**src/rtl/uart_fw_dump.sv**
```systemverilog
// Firmware read-back engine: reads a memory range, frames 35-byte CRC16/Modbus packets,
// pushes them through the memory-mapped UART and resends on NAK/timeout up to MAX_RETRY times.
//
// state        | meaning
// S_IDLE       | waiting for start_i
// S_INIT_CTRL  | writing CTRL=3
// S_INIT_BAUD  | writing BAUD=BAUD_DIV
// S_BUILD_HDR  | loading header payload (seq 0, length big-endian)
// S_CRC        | CRC over payload, one bit step per cycle
// S_TX_POLL    | reading STATUS until TX_BUSY clears
// S_TX_WR      | one-cycle write of the current byte to TX
// S_ACK_CLR    | writing STATUS=0 to clear RX_OVER
// S_ACK_POLL   | reading STATUS until RX_OVER or timeout
// S_ACK_RD     | reading RX byte
// S_ACK_EVAL   | ACK -> next packet / done, else resend or abort
// S_FETCH      | reading 8 payload words of the next data packet
// S_DONE       | done_o pulse
// S_ERR        | retry limit exhausted
module uart_fw_dump #(
   parameter int unsigned BAUD_DIV    = 434,
   parameter int unsigned MAX_RETRY   = 4,
   parameter int unsigned ACK_TIMEOUT = 5_000_000
) (
   input  logic        clk_i,
   input  logic        rst_i,
   input  logic        start_i,
   input  logic [31:0] base_addr_i,
   input  logic [31:0] dump_len_i,
   output logic        req_o,
   output logic        mem_we_o,
   output logic [31:0] mem_addr_o,
   output logic [31:0] mem_wdata_o,
   input  logic [31:0] mem_rdata_i,
   output logic        busy_o,
   output logic        done_o,
   output logic        err_o
);
   localparam logic [31:0] CTRL_ADDR   = 32'h3000_0000;
   localparam logic [31:0] STATUS_ADDR = 32'h3000_0004;
   localparam logic [31:0] BAUD_ADDR   = 32'h3000_0008;
   localparam logic [31:0] TX_ADDR     = 32'h3000_000C;
   localparam logic [31:0] RX_ADDR     = 32'h3000_0010;
   localparam logic [31:0] BAUD_C      = 32'(BAUD_DIV);
   localparam logic [7:0]  RETRY_C     = 8'(MAX_RETRY);
   localparam logic [31:0] TMO_C       = 32'(ACK_TIMEOUT - 1);

   typedef enum logic [3:0] {
      S_IDLE, S_INIT_CTRL, S_INIT_BAUD, S_BUILD_HDR, S_CRC, S_TX_POLL, S_TX_WR,
      S_ACK_CLR, S_ACK_POLL, S_ACK_RD, S_ACK_EVAL, S_FETCH, S_DONE, S_ERR
   } state_t;

   state_t        state_q, state_d;
   logic          req_q, req_d, we_q, we_d, busy_q, busy_d, done_q, done_d, err_q, err_d;
   logic [31:0]   addr_q, addr_d, wdata_q, wdata_d;
   logic [31:0]   len_q, len_d, bytes_left_q, bytes_left_d, fetch_addr_q, fetch_addr_d;
   logic [31:0]   tmo_q, tmo_d;
   logic [27:0]   pkt_cnt_q, pkt_cnt_d, pkt_num_q, pkt_num_d;
   logic [7:0]    retry_q, retry_d, rx_q, rx_d;
   logic [255:0]  pay_q, pay_d;
   logic [15:0]   crc_q, crc_d;
   logic [5:0]    byte_idx_q, byte_idx_d;
   logic [3:0]    bit_idx_q, bit_idx_d;
   logic [2:0]    word_idx_q, word_idx_d;
   logic          ph_q, ph_d;

   logic [4:0]    pidx;
   logic [7:0]    tx_byte, crc_in;
   logic [31:0]   rd_mask;
   logic          word_adv;

   always_comb begin
      pidx   = 5'(byte_idx_q - 6'd1);
      crc_in = pay_q[{byte_idx_q[4:0], 3'b000} +: 8];
      if (byte_idx_q == 6'd0)       tx_byte = pkt_num_q[7:0];
      else if (byte_idx_q <= 6'd32) tx_byte = pay_q[{pidx, 3'b000} +: 8];
      else if (byte_idx_q == 6'd33) tx_byte = crc_q[7:0];
      else                          tx_byte = crc_q[15:8];
      // trailing word of the dump keeps only bytes still inside dump_len
      case (bytes_left_q)
         32'd1:   rd_mask = 32'h0000_00FF;
         32'd2:   rd_mask = 32'h0000_FFFF;
         32'd3:   rd_mask = 32'h00FF_FFFF;
         default: rd_mask = 32'hFFFF_FFFF;
      endcase
   end

   always_comb begin
      state_d      = state_q;
      we_d         = 1'b0;
      addr_d       = addr_q;
      wdata_d      = wdata_q;
      done_d       = 1'b0;
      err_d        = err_q;
      len_d        = len_q;
      bytes_left_d = bytes_left_q;
      fetch_addr_d = fetch_addr_q;
      tmo_d        = tmo_q;
      pkt_cnt_d    = pkt_cnt_q;
      pkt_num_d    = pkt_num_q;
      retry_d      = retry_q;
      rx_d         = rx_q;
      pay_d        = pay_q;
      crc_d        = crc_q;
      byte_idx_d   = byte_idx_q;
      bit_idx_d    = bit_idx_q;
      word_idx_d   = word_idx_q;
      ph_d         = ph_q;
      word_adv     = 1'b0;

      case (state_q)
         S_IDLE: if (start_i) begin
            state_d      = S_INIT_CTRL;
            addr_d       = CTRL_ADDR;
            we_d         = 1'b1;
            wdata_d      = 32'd3;
            err_d        = 1'b0;
            len_d        = dump_len_i;
            bytes_left_d = dump_len_i;
            fetch_addr_d = base_addr_i;
            pkt_cnt_d    = {1'b0, dump_len_i[31:5]} + 28'd1;
            pkt_num_d    = '0;
            retry_d      = '0;
         end
         S_INIT_CTRL: begin
            state_d = S_INIT_BAUD;
            addr_d  = BAUD_ADDR;
            we_d    = 1'b1;
            wdata_d = BAUD_C;
         end
         S_INIT_BAUD: state_d = S_BUILD_HDR;
         S_BUILD_HDR: begin
            pay_d          = '0;
            pay_d[199:192] = len_q[31:24];
            pay_d[207:200] = len_q[23:16];
            pay_d[215:208] = len_q[15:8];
            pay_d[223:216] = len_q[7:0];
            crc_d          = 16'hFFFF;
            byte_idx_d     = '0;
            bit_idx_d      = '0;
            state_d        = S_CRC;
         end
         S_CRC: begin
            if (bit_idx_q == 4'd0) crc_d = crc_q ^ {8'h00, crc_in};
            else                   crc_d = {1'b0, crc_q[15:1]} ^ (crc_q[0] ? 16'hA001 : 16'h0000);
            if (bit_idx_q == 4'd8) begin
               bit_idx_d = '0;
               if (byte_idx_q == 6'd31) begin
                  byte_idx_d = '0;
                  state_d    = S_TX_POLL;
                  addr_d     = STATUS_ADDR;
               end else begin
                  byte_idx_d = byte_idx_q + 6'd1;
               end
            end else begin
               bit_idx_d = bit_idx_q + 4'd1;
            end
         end
         S_TX_POLL: if (!mem_rdata_i[0]) begin
            state_d = S_TX_WR;
            addr_d  = TX_ADDR;
            we_d    = 1'b1;
            wdata_d = {24'h0, tx_byte};
         end
         S_TX_WR: begin
            addr_d = STATUS_ADDR;
            if (byte_idx_q == 6'd34) begin
               byte_idx_d = '0;
               state_d    = S_ACK_CLR;
               we_d       = 1'b1;
               wdata_d    = '0;
            end else begin
               byte_idx_d = byte_idx_q + 6'd1;
               state_d    = S_TX_POLL;
            end
         end
         S_ACK_CLR: begin
            state_d = S_ACK_POLL;
            addr_d  = STATUS_ADDR;
            tmo_d   = TMO_C;
         end
         S_ACK_POLL: begin
            if (mem_rdata_i[1]) begin
               state_d = S_ACK_RD;
               addr_d  = RX_ADDR;
            end else if (tmo_q == 32'd0) begin
               rx_d    = 8'h15;
               state_d = S_ACK_EVAL;
            end else begin
               tmo_d = tmo_q - 32'd1;
            end
         end
         S_ACK_RD: begin
            rx_d    = mem_rdata_i[7:0];
            state_d = S_ACK_EVAL;
         end
         S_ACK_EVAL: begin
            if (rx_q == 8'h06) begin
               retry_d = '0;
               if (pkt_num_q == pkt_cnt_q) begin
                  state_d = S_DONE;
                  done_d  = 1'b1;
               end else begin
                  pkt_num_d  = pkt_num_q + 28'd1;
                  word_idx_d = '0;
                  ph_d       = 1'b0;
                  state_d    = S_FETCH;
               end
            end else if (retry_q == RETRY_C) begin
               state_d = S_ERR;
               err_d   = 1'b1;
            end else begin
               // buffered payload and CRC are reused as-is for the resend
               retry_d    = retry_q + 8'd1;
               byte_idx_d = '0;
               state_d    = S_TX_POLL;
               addr_d     = STATUS_ADDR;
            end
         end
         S_FETCH: begin
            if (!ph_q) begin
               if (bytes_left_q != 32'd0) begin
                  addr_d = fetch_addr_q;
                  ph_d   = 1'b1;
               end else begin
                  pay_d[{word_idx_q, 5'b00000} +: 32] = '0;
                  word_adv = 1'b1;
               end
            end else begin
               pay_d[{word_idx_q, 5'b00000} +: 32] = mem_rdata_i & rd_mask;
               bytes_left_d = (bytes_left_q > 32'd4) ? bytes_left_q - 32'd4 : 32'd0;
               fetch_addr_d = fetch_addr_q + 32'd4;
               ph_d         = 1'b0;
               word_adv     = 1'b1;
            end
            if (word_adv) begin
               word_idx_d = word_idx_q + 3'd1;
               if (word_idx_q == 3'd7) begin
                  crc_d      = 16'hFFFF;
                  byte_idx_d = '0;
                  bit_idx_d  = '0;
                  state_d    = S_CRC;
               end
            end
         end
         S_DONE:  state_d = S_IDLE;
         S_ERR:   state_d = S_IDLE;
         default: state_d = S_IDLE;
      endcase

      busy_d = !(state_d inside {S_IDLE, S_DONE, S_ERR});
      req_d  = busy_d;
   end

   always_ff @(posedge clk_i) begin
      if (rst_i) begin
         state_q      <= S_IDLE;
         req_q        <= 1'b0;
         we_q         <= 1'b0;
         busy_q       <= 1'b0;
         done_q       <= 1'b0;
         err_q        <= 1'b0;
         addr_q       <= '0;
         wdata_q      <= '0;
         len_q        <= '0;
         bytes_left_q <= '0;
         fetch_addr_q <= '0;
         tmo_q        <= '0;
         pkt_cnt_q    <= '0;
         pkt_num_q    <= '0;
         retry_q      <= '0;
         rx_q         <= '0;
         pay_q        <= '0;
         crc_q        <= '0;
         byte_idx_q   <= '0;
         bit_idx_q    <= '0;
         word_idx_q   <= '0;
         ph_q         <= 1'b0;
      end else begin
         state_q      <= state_d;
         req_q        <= req_d;
         we_q         <= we_d;
         busy_q       <= busy_d;
         done_q       <= done_d;
         err_q        <= err_d;
         addr_q       <= addr_d;
         wdata_q      <= wdata_d;
         len_q        <= len_d;
         bytes_left_q <= bytes_left_d;
         fetch_addr_q <= fetch_addr_d;
         tmo_q        <= tmo_d;
         pkt_cnt_q    <= pkt_cnt_d;
         pkt_num_q    <= pkt_num_d;
         retry_q      <= retry_d;
         rx_q         <= rx_d;
         pay_q        <= pay_d;
         crc_q        <= crc_d;
         byte_idx_q   <= byte_idx_d;
         bit_idx_q    <= bit_idx_d;
         word_idx_q   <= word_idx_d;
         ph_q         <= ph_d;
      end
   end

   assign req_o       = req_q;
   assign mem_we_o    = we_q;
   assign mem_addr_o  = addr_q;
   assign mem_wdata_o = wdata_q;
   assign busy_o      = busy_q;
   assign done_o      = done_q;
   assign err_o       = err_q;

endmodule

```
**config.mk**
```make
export PLATFORM = sky130hd
export DESIGN_NAME = uart_fw_dump
export DESIGN_NICKNAME = d
export VERILOG_FILES = /design/src/rtl/uart_fw_dump.sv
export SDC_FILE = /design/constraint.sdc
export NUM_CORES = 1
export LEC_CHECK = 0
export ABC_CLOCK_PERIOD_IN_PS = 4050
export CAP_MARGIN = 20
export CORE_MARGIN = 10
export CORE_UTILIZATION = 50
export DETAILED_ROUTE_END_ITERATION = 8
export PLACE_DENSITY = 0.7
export SLEW_MARGIN = 0
export SYNTH_ARGS = -nofsm -noshare
export SYNTH_HDL_FRONTEND = slang
export SYNTH_SLANG_ARGS = --single-unit
```
**constraint.sdc**
```tcl
create_clock -name clk_i -period 4.05 [get_ports clk_i]
set_clock_uncertainty 0.2 [all_clocks]
set_input_delay 0.6075 -clock clk_i [delete_from_list [all_inputs] [get_ports clk_i]]
set_output_delay 0.6075 -clock clk_i [all_outputs]
set_load 0.02 [all_outputs]
```
==> results.py <==
metrics = {
    "drt": {
        "drt_iter0_markers": 2759,
        "detail_route.vias_per_cell": 6.57,
        "drc": 0,
        "post_drt_wl_per_cell_microns": 24.1,
        "ant_nets": 0,
        "routed_wl_microns": 86600,
        "dr_total_vias": 23600,
        "first_pass_iters": 8,
    },
    "timing": {
        "hold-worst-slack_ns": 0.0714,
        "clock.fmax_ghz": 0.282,
        "period_share_pct": 87.7,
        "min_period_ns": 3.55,
        "slew_headroom_pct": 30.7,
        "tightest_slew_ns": 1.03,
        "finalHoldViolCount": 0,
        "rsz0062_at_grt": "no",
        "setup_violations": 0,
        "drv_slew": 0,
        "setup_tns_ns": 0,
    },
    "logic_synthesis": {
        "synth_seq_cells": 535,
        "synth_top_cell_area_share_pct": 40.4,
        "synth.distinct_cells": 71,
        "synth_area_leaders": "dfxtp_1 (40%), mux4_2 (13%), o2bb2ai_1 (6.3%)",
        "yosysTopAreaCell": "dfxtp_1",
        "syn_area_per_cell_sq_um": 9.51,
        "synth_edf_count": 0,
        "netlist_area_sq_um": 26500,
        "async_flop_share_pct": 0,
        "yosysWarnings": 0,
        "yosysSeqAreaShare_pct": 40.4,
        "synth_ff_type": "dfxtp_1",
        "synth_cells": 2791,
    },
    "setup_path": {
        "end_kind": "register",
        "critPathMaxFanout": 10,
        "cp-startpoint": "bytes_left_q[12]",
        "critPathMostFrequentCell": "nor4_1",
        "r2r_cells": 7,
        "critical_path_required_ns": 4.35,
        "reg2reg_from": "bytes_left_q[12]",
        "max_stage_delay_ns": 0.71,
        "slowest_stage": "nor4_1",
        "reg2reg_to": "busy_o",
        "cp.arrival_ns": 3.85,
        "crit_chain": "nor4_1 > nand4_1 > nor4_1 > nor2_1 > a211oi_1 > xor2_1 > a221o_1",
        "cp-start-kind": "register",
        "crit_type": "reg -> reg",
        "r2r_slack_ns": 0.50,
    },
    "clock_network": {
        "cts_buffers": 56,
        "clk_pin_slew_ns": 0.06,
        "cts_tree": "done",
        "cts_root_buffer": "clkbuf_16",
        "cts_sinks": 535,
        "clk_latency_ns": 0.62,
        "cts.htree.levels": 2,
        "cts_resized": 0,
        "cts_buffer_depth": 3,
        "cts_setup_buffers": 0,
        "holdBufCountCts": 0,
    },
    "layout": {
        "final_cell_area_sq_um": 30600,
        "drive_gt1_share_pct": 12.4,
        "syn2layout_area_growth_pct": 15.3,
        "fin_nets": 2975,
        "multi_input_area_sq_um": 14800,
        "regArea_sq_um": 10700,
        "final_cells": 3591,
        "fillers": 4476,
    },
    "placement": {
        "finalWeightedCongestion": 0.929,
        "dpl_cell_area_sq_um": 28700,
        "portBuffers": 144,
        "dp.cells": 3485,
        "post-dp-hpwl_microns": 59500,
    },
    "floorplanning": {
        "io_pins": 168,
        "rows": 84,
        "core_area_sq_um": 52600,
        "dieArea_sq_um": 62700,
        "start_util_pct": 50.5,
        "die_x_microns": 250,
        "dieHeight_microns": 250,
    },
    "pwr": {
        "pwr-share-clk_pct": 40.7,
        "p_leak_nw": 10.3,
        "combPwrFrac_pct": 15.7,
        "power_density_nw_per_um2": 430,
        "p_switching_mw": 3.73,
        "vdd_drop_max_mv": 0.334,
        "pwr-share-seq_pct": 43.6,
        "switching_share_pct": 28.3,
        "p_int_mw": 9.44,
    },
    "global_route": {
        "grt_pass1_vias": 22800,
        "grt.total_usage_pct": 26.4,
        "globalRouteOverflowTotal": 0,
        "grt_pass1_wl_microns": 133000,
        "grt_start_max_net_pins": 161,
        "antenna_found_initial": 1,
    },
    "min_path": {
        "min_path_type": "in -> reg",
        "hold_path_depth": 2,
        "min-delay-start": "rst_i",
        "holdPathEnd": "rx_q[5]",
    },
    "status": {
        "status": "complete, no violations",
    },
    "job": {
        "cap_violations": 0,
    },
}
[Yosys cell counts, drive strengths merged, types with 15 or more instances]
library cell	count
a32o	37
xnor2	69
nand3	56
a31oi	15
xor2	55
a21oi	201
dfxtp	535
ha	20
a22oi	37
buf	56
nor3	66
and3	24
o2bb2ai	192
a211oi	74
o31ai	19
nand4	33
mux2i	45
nor2	271
mux4	151
or3	28
and2	27
nor4	30
nand2	275
o21ai	71
inv	38
a32oi	15
clkbuf	181
[critical path, delay by kind of cell (launching register included)]
family | cells | cell delay (ns)
simple gates | 4 | 1.97
compound gates | 2 | 0.76
flops | 1 | 0.36
xor+xnor | 1 | 0.14
[power by group through the flow]
stage / logic [mW] / clock network (mW) / registers, mW
global placement: 1.97 / 0 / 5.84
detailed placement: 2.01 / 0 / 5.86
CTS: 2.03 / 5.40 / 5.74
floorplan: 1.36 / 0 / 5.79
finish: 2.06 / 5.36 / 5.75
global route: 2.24 / 5.62 / 5.78
[layer usage]
layer	wire length, microns	vias up	GRT usage [%]
met5	0	-	0
met4	3780	0	12.0
met3	9090	235	6.13
met2	39100	1293	41.2
met1	34600	11500	34.3
li1	-	10600	-
[kinds of logic (layout without fill, tap and decap cells)]
kind of cell	after synthesis	in the layout	synth area share, %
mux	198	198	14.6
flops	535	535	40.4
simple gates	895	895	15.8
buf+inv	275	362	4.28
other cells	1	26	0.0141
compound gates	743	743	19.9
fa+ha+maj	20	20	0.943
xor+xnor	124	124	4.09
[sequential cells by signal (all words and copies together) (netlist names), 3 cells and up]
name	flops
bit_idx_q	4
byte_idx_q	6
bytes_left_q	32
crc_q	16
fetch_addr_q	32
len_q	32
mem_addr_o	32
mem_wdata_o	9
pay_q	256
pkt_cnt_q	28
pkt_num_q	28
retry_q	8
rx_q	8
state_q	4
tmo_q	32
word_idx_q	3
[placed cells by master, fill, tap and decap left out, drive strengths merged, types with 8 or more instances in the layout]
| cell type | n |
|---|---|
| a211oi | 74 |
| a21oi | 201 |
| a221oi | 8 |
| a22oi | 37 |
| a31oi | 15 |
| a32o | 37 |
| a32oi | 15 |
| and2 | 27 |
| and3 | 24 |
| and4 | 14 |
| buf | 78 |
| clkbuf | 88 |
| clkdlybuf4s50 | 143 |
| clkinv | 10 |
| conb | 23 |
| dfxtp | 535 |
| ha | 20 |
| inv | 38 |
| mux2i | 45 |
| mux4 | 151 |
| nand2 | 275 |
| nand2b | 9 |
| nand3 | 56 |
| nand4 | 33 |
| nor2 | 271 |
| nor2b | 8 |
| nor3 | 66 |
| nor4 | 30 |
| o2111ai | 9 |
| o211ai | 14 |
| o21ai | 71 |
| o22ai | 14 |
| o2bb2ai | 192 |
| o31ai | 19 |
| or2 | 14 |
| or3 | 28 |
| or4 | 10 |
| xnor2 | 69 |
| xor2 | 55 |
[per-stage QoR]
stage               setup WS, ns  power (mW)  utilization, %
CTS                        0.620        13.2            58.2
detailed placement         0.612        7.87            54.6
floorplan                 0.0210        7.15               -
global route               0.346        13.6            58.2
finish                     0.499        13.2            58.2
global placement           0.724        7.82            54.6
[final cells by class]
class | instances | area share (%)
well taps | 688 | 2.81
repair buffers | 222 | 6.91
clock inverters | 15 | 0.691
diodes | 3 | 0.0245
inverters | 38 | 0.466
flip-flops and latches | 535 | 35.0
multi-input cells | 2003 | 48.5
clock buffers | 87 | 5.56
[how the worst max path moves through the flow]
stage / end / slack, ns / cells after the start
4_1_cts: pay_q[221] / 0.62 / 8
3_5_place_dp: mem_addr_o[3] / 0.61 / 10
6_report: busy_o / 0.50 / 7
2_1_floorplan: mem_wdata_o[0] / 0.02 / 14
5_1_grt: pay_q[218] / 0.35 / 8
3_3_place_gp: mem_addr_o[3] / 0.72 / 10
Power figures use the tool's default switching activity.
